===== config.mk =====
export PLATFORM = sky130hd
export DESIGN_NAME = sprite_row_fetcher
export DESIGN_NICKNAME = d
export VERILOG_FILES = /design/src/rtl/sprite_row_fetcher.sv
export SDC_FILE = /design/constraint.sdc
export NUM_CORES = 1
export LEC_CHECK = 0
export BUFFER_PORTS_ARGS = -buffer_cell sky130_fd_sc_hd__buf_2
export CAP_MARGIN = 30
export CORE_UTILIZATION = 54
export CTS_CLUSTER_SIZE = 8
export DETAILED_ROUTE_END_ITERATION = 12
export GPL_ROUTABILITY_DRIVEN = 0
export GPL_TIMING_DRIVEN = 0
export PLACE_DENSITY = 0.83
export SYNTH_ARGS = -nofsm -noshare
export SYNTH_HDL_FRONTEND = slang
export SYNTH_SLANG_ARGS = --single-unit

===== constraint.sdc =====
create_clock -name clk -period 2.6 [get_ports clk]
set_clock_uncertainty 0.15 [all_clocks]
set_input_delay 0.39 -clock clk [delete_from_list [all_inputs] [get_ports clk]]
set_output_delay 0.39 -clock clk [all_outputs]
set_load 0.005 [all_outputs]

===== src/rtl/sprite_row_fetcher.sv =====
// sprite_row_fetcher: requester side of the sprite ROM read port.
// Accepts one (sprite, row) request, issues the 16 word reads for the row,
// tracks the fixed ROM latency with a valid pipe, buffers returned words in a
// credit-limited FIFO and unpacks each word into four 4-bit pixels.
module sprite_row_fetcher #(
    parameter int ROM_LATENCY = 3,
    parameter int FIFO_DEPTH  = 8
) (
    input  logic        clk,
    input  logic        rst,
    input  logic        req_valid,
    output logic        req_ready,
    input  logic [2:0]  req_sprite,
    input  logic [5:0]  req_row,
    output logic [2:0]  rom_sprite_sel_o,
    output logic [9:0]  rom_word_addr_o,
    input  logic [15:0] rom_data_i,
    output logic        pix_valid,
    input  logic        pix_ready,
    output logic [3:0]  pix_o,
    output logic        pix_last,
    output logic        busy_o
);

    localparam int AW = (FIFO_DEPTH > 1) ? $clog2(FIFO_DEPTH) : 1;
    localparam int CW = $clog2(FIFO_DEPTH + 1);
    localparam int IW = $clog2(ROM_LATENCY + 2);
    // Bit 0 is aligned with the registered address; the last bit lines up
    // with rom_data_i, ROM_LATENCY cycles later.
    localparam int PW = ROM_LATENCY + 1;

    typedef enum logic [1:0] {
        ST_IDLE  = 2'd0,
        ST_ISSUE = 2'd1,
        ST_DRAIN = 2'd2
    } state_t;

    state_t          state_r;
    state_t          state_s;
    logic [5:0]      row_r;
    logic [3:0]      col_r;
    logic [PW-1:0]   vpipe_r;
    logic [IW-1:0]   inflight_r;
    logic [CW-1:0]   fifo_count_r;
    logic [AW-1:0]   wr_ptr_r;
    logic [AW-1:0]   rd_ptr_r;
    logic [15:0]     fifo_mem_r [FIFO_DEPTH];
    logic [1:0]      pix_idx_r;
    logic [3:0]      word_cnt_r;

    logic            accept_s;
    logic            credit_ok_s;
    logic            issue_s;
    logic            ret_s;
    logic            fire_s;
    logic            pop_s;
    logic [15:0]     wr_data_s;
    logic [15:0]     head_s;

    // Selects pixel idx of a word, most significant nibble first.
    function automatic logic [3:0] pick_nibble(input logic [15:0] w, input logic [1:0] idx);
        logic [3:0] n;
        case (idx)
            2'd0:    n = w[15:12];
            2'd1:    n = w[11:8];
            2'd2:    n = w[7:4];
            2'd3:    n = w[3:0];
            default: n = 4'd0;
        endcase
        return n;
    endfunction

    assign req_ready   = (state_r == ST_IDLE) && !rst;
    assign busy_o      = (state_r != ST_IDLE);
    assign accept_s    = req_valid && req_ready;
    // Words already buffered plus words still in the ROM must leave a free slot.
    assign credit_ok_s = (32'(fifo_count_r) + 32'(inflight_r)) < 32'(FIFO_DEPTH);
    assign issue_s     = (state_r == ST_ISSUE) && credit_ok_s;
    assign ret_s       = vpipe_r[PW-1];
    // Sprite index 7 is not a real sprite: it always reads back as transparent.
    assign wr_data_s   = (rom_sprite_sel_o == 3'd7) ? 16'd0 : rom_data_i;
    assign pix_valid   = (fifo_count_r != CW'(0));
    assign head_s      = fifo_mem_r[rd_ptr_r];
    assign fire_s      = pix_valid && pix_ready;
    assign pop_s       = fire_s && (pix_idx_r == 2'd3);
    // Gated by pix_valid so the output reads zero while the FIFO is empty or in reset.
    assign pix_o       = pix_valid ? pick_nibble(head_s, pix_idx_r) : 4'd0;
    assign pix_last    = pix_valid && (word_cnt_r == 4'd15) && (pix_idx_r == 2'd3);

    // State register.
    always_ff @(posedge clk) begin
        if (rst) begin
            state_r <= ST_IDLE;
        end else begin
            state_r <= state_s;
        end
    end

    // Next-state logic: accept, issue 16 words, then wait for the last pixel.
    always_comb begin
        state_s = state_r;
        case (state_r)
            ST_IDLE: begin
                if (accept_s) begin
                    state_s = ST_ISSUE;
                end else begin
                    state_s = ST_IDLE;
                end
            end
            ST_ISSUE: begin
                if (issue_s && (col_r == 4'd15)) begin
                    state_s = ST_DRAIN;
                end else begin
                    state_s = ST_ISSUE;
                end
            end
            ST_DRAIN: begin
                if (fire_s && pix_last) begin
                    state_s = ST_IDLE;
                end else begin
                    state_s = ST_DRAIN;
                end
            end
            default: state_s = ST_IDLE;
        endcase
    end

    // Request latch and address generation; the sprite select only moves on accept.
    always_ff @(posedge clk) begin
        if (rst) begin
            rom_sprite_sel_o <= 3'd0;
            rom_word_addr_o  <= 10'd0;
            row_r            <= 6'd0;
            col_r            <= 4'd0;
        end else if (accept_s) begin
            rom_sprite_sel_o <= req_sprite;
            row_r            <= req_row;
            col_r            <= 4'd0;
        end else if (issue_s) begin
            rom_word_addr_o  <= {row_r, col_r};
            col_r            <= col_r + 4'd1;
        end
    end

    // Valid pipe mirroring the ROM latency, and the in-flight word counter.
    always_ff @(posedge clk) begin
        if (rst) begin
            vpipe_r    <= '0;
            inflight_r <= IW'(0);
        end else begin
            vpipe_r <= {vpipe_r[PW-2:0], issue_s};
            case ({issue_s, ret_s})
                2'b10:   inflight_r <= inflight_r + IW'(1);
                2'b01:   inflight_r <= inflight_r - IW'(1);
                default: inflight_r <= inflight_r;
            endcase
        end
    end

    // Return-word FIFO storage; contents are don't-care until the pointers cover them.
    always_ff @(posedge clk) begin
        if (ret_s) begin
            fifo_mem_r[wr_ptr_r] <= wr_data_s;
        end
    end

    // FIFO pointers, occupancy, pixel index and per-row word counter.
    always_ff @(posedge clk) begin
        if (rst) begin
            wr_ptr_r     <= AW'(0);
            rd_ptr_r     <= AW'(0);
            fifo_count_r <= CW'(0);
            pix_idx_r    <= 2'd0;
            word_cnt_r   <= 4'd0;
        end else begin
            if (ret_s) begin
                wr_ptr_r <= wr_ptr_r + AW'(1);
            end
            if (pop_s) begin
                rd_ptr_r <= rd_ptr_r + AW'(1);
            end
            case ({ret_s, pop_s})
                2'b10:   fifo_count_r <= fifo_count_r + CW'(1);
                2'b01:   fifo_count_r <= fifo_count_r - CW'(1);
                default: fifo_count_r <= fifo_count_r;
            endcase
            if (fire_s) begin
                pix_idx_r <= pix_idx_r + 2'd1;
            end
            if (accept_s) begin
                word_cnt_r <= 4'd0;
            end else if (pop_s) begin
                word_cnt_r <= word_cnt_r + 4'd1;
            end
        end
    end

    // A returning word must always find a free FIFO slot.
    fifo_no_overflow_a: assert property (@(posedge clk) disable iff (rst)
        !(ret_s && !pop_s && (fifo_count_r == CW'(FIFO_DEPTH))));

endmodule


==> results.json <==
{
  "io_pins": 50,
  "drive_gt1_share_pct": 31.28,
  "regArea_um2": 4881,
  "finalHoldViolations": 0,
  "worstMarginPinSlew_ns": 0.9198,
  "pwr_density_cell_nw_per_um2": 647.9,
  "fp.dieH_um": 117.4,
  "core_region_area_um2": 12820,
  "synth_fp_nets": 515,
  "yosysMostFrequentCell": "edfxtp_1",
  "clkSlewWorstSetupHoldPaths_ns": 0.06,
  "postSynth.asyncResetShare_pct": 0,
  "maxSlewViolCount": 0,
  "cts_tree": "done",
  "multi_input_area_um2": 2310,
  "vdd_drop_max_uv": 431.6,
  "setup_viol": 4,
  "finalCritPeriodShare_pct": 110.6,
  "fin_nets": 606,
  "clock_path_buffers": 2,
  "min_period_ns": 2.874,
  "ys_seq_area_share_pct": 67.59,
  "syn_inst": 470,
  "grt_max_degree": 17,
  "outcome": "complete, but fails checks",
  "p_leak_nw": 3.006,
  "antenna_found_initial": 0,
  "violations": "setup timing",
  "synth-seq-cells": 179,
  "htreeDepth": 4,
  "io_buffers": 48,
  "avgSynthCellArea_um2": 15.31,
  "antenna_cells": 0,
  "cap_violations": 0,
  "drt_iter0_drc": 352,
  "vias": 4272,
  "dr.pass1.iters": 5,
  "dieArea_um2": 13790,
  "synthDistinctLibCells": 46,
  "root_buffer": "clkbuf_16",
  "yosys.area.top_type": "edfxtp_1",
  "synthFlopType": "edfxtp_1",
  "avgViaCountPerCell": 5.765,
  "preCtsSetupSlack_ns": -0.4011,
  "synthTopCellsByCount": "edfxtp_1, nor2_1, dfxtp_1, nand2_1, mux4_2",
  "dp_hpwl_um": 9874,
  "startpoint_type": "register",
  "rows": 41,
  "final_cells": 741,
  "rsz0062_at_grt": "true",
  "area_growth_pct": 20.39,
  "route.detailed.drc": 0,
  "clk_latency_ns": 0.42,
  "fillCellCount": 838,
  "synth_area_leaders": "edfxtp_1, dfxtp_1, mux4_2",
  "placedCellCount": 699,
  "layout_setup_ws_ns": -0.2744,
  "post_drt_wl_per_cell_um": 20.86,
  "grt_use_total_pct": 23.53,
  "die_x_um": 117.4,
  "synth_edf_count": 128,
  "min_path_type": "in2reg",
  "initial_core_util_pct": 56.12,
  "cp-end-kind": "primary output",
  "relSlewSlack_pct": 38.34,
  "yosysWarnings": 0,
  "cts.sinks": 179,
  "netlist.area_leader.share_pct": 53.41,
  "cp_max_fo": 5,
  "grt-ovfl-total": 0,
  "cts_buffers": 17,
  "crit_type": "reg2out",
  "syn_area_um2": 7197,
  "drt_wl_total_um": 15450,
  "max_freq_mhz": 347.9,
  "arrival_ns": 2.33,
  "required_ns": 2.06,
  "grt_pass1_wl_um": 23780,
  "grt_pass1_vias": 4489,
  "ant_nets": 0
}
==> where the power goes <==
group          switching, mW  internal (mW)
Clock                  0.957           1.37
Sequential            0.0192           3.08
Combinational          0.110         0.0794
==> what timing repair did <==
item / 4_1_cts / 5_1_grt
gates resized for setup: 21 / 24
cloned: 0 / 0
endpoints found under the setup margin: 7 / 6
setup buffers: 11 / 4
hold buffers: 1 / 1
endpoints found under the hold margin: 1 / 1
pin swaps: 11 / 14
==> metal layers <==
layer | wire, µm | vias to the layer above | part of all wire [%] | track usage [%]
met5 | 0 | - | 0 | 0
li1 | - | 1933 | - | -
met1 | 6073 | 2161 | 39 | 28.18
met4 | 318 | 0 | 2.1 | 10.06
met3 | 878 | 28 | 5.7 | 5.691
met2 | 8183 | 150 | 53 | 40.50
==> critical path: stages (launching register included) <==
cell and delay [ns]:
dfxtp_4 0.36, buf_12 0.11, buf_6 0.10, mux4_2 0.54
a22oi_2 0.14, mux2i_1 0.10, nor4_2 0.34, a211oi_1 0.07
buf_2 0.15
==> stage by stage <==
step	hold slack, ns	cell area (µm²)	TNS [ns]	util [%]	total power [mW]
3_3_place_gp	0.2684	7665	-24.82	59.77	3.320
3_5_place_dp	0.2888	7843	-0.6706	61.15	3.333
2_1_floorplan	0.2638	7209	0	-	3.262
4_1_cts	0.001909	8553	-0.9803	66.69	5.640
5_1_grt	0.02893	8665	-1.313	67.56	5.761
6_report	0.02274	8665	-0.9088	67.56	5.614
==> logic make-up after synthesis <==
logic type / share of synthesized area, %
AO/OA/AOI/OAI: 4.242
XOR/XNOR: 1.947
adder cells (fa/ha/maj): 2.990
buffers and inverters: 2.399
flip-flops: 67.59
multiplexers: 11.80
AND/OR/NAND/NOR: 9.023
==> worst paths after layout <==
kind	end	start	cells past startpoint	slack, ns
setup / recovery	pix_o[3]	register	8	-0.27
hold / removal	rom_sprite_sel_o[0]$_SDFFE_PP0P_	req_sprite[0]	3	0.02
setup reg to reg	fifo_count_r[3]$_SDFFE_PP0P_	fifo_count_r[3]$_SDFFE_PP0P_	10	0.10
hold reg to reg	vpipe_r[2]$_SDFF_PP0_	vpipe_r[1]$_SDFF_PP0_	1	0.30
==> cells in the final DEF, fill, tap and decap left out, types with 3 or more instances in the layout <==
cell       instances
edfxtp_1         128
buf_2             51
nor2_1            46
dfxtp_1           46
nand2_1           37
mux4_2            31
and2_1            18
clkbuf_16         17
buf_4             16
mux2i_1           14
a21oi_1           11
inv_1             10
clkbuf_1          10
xor2_1            10
ha_1               9
buf_6              7
nor2_2             7
a211oi_1           7
buf_8              6
a221oi_1           5
xnor2_1            5
nand2b_1           4
nand4_1            4
ha_4               4
dfxtp_4            4
nor2b_1            3
nand3b_1           3
clkinv_1           3
==> cell type report <==
cell class              instances  share of cell area (%)
plain buffers                  20                   1.718
clock buffers                  19                   4.996
clock inverters                 8                   1.054
inverters                      12                  0.5199
multi-input cells             257                   26.66
flip-flops and latches        179                   56.33
well taps                     172                   2.484
repair buffers                 74                   6.238
==> flip-flops by register name (all words and copies together) (netlist names), named ones only <==
register and count:
state_r 2, rom_sprite_sel_o 3, fifo_mem_r 128, wr_ptr_r 3
pix_idx_r 2, col_r 4, inflight_r 3, row_r 6
word_cnt_r 4, rom_word_addr_o 10, vpipe_r 4, fifo_count_r 4
rd_ptr_r 3
(Power assumes the default switching activity.)
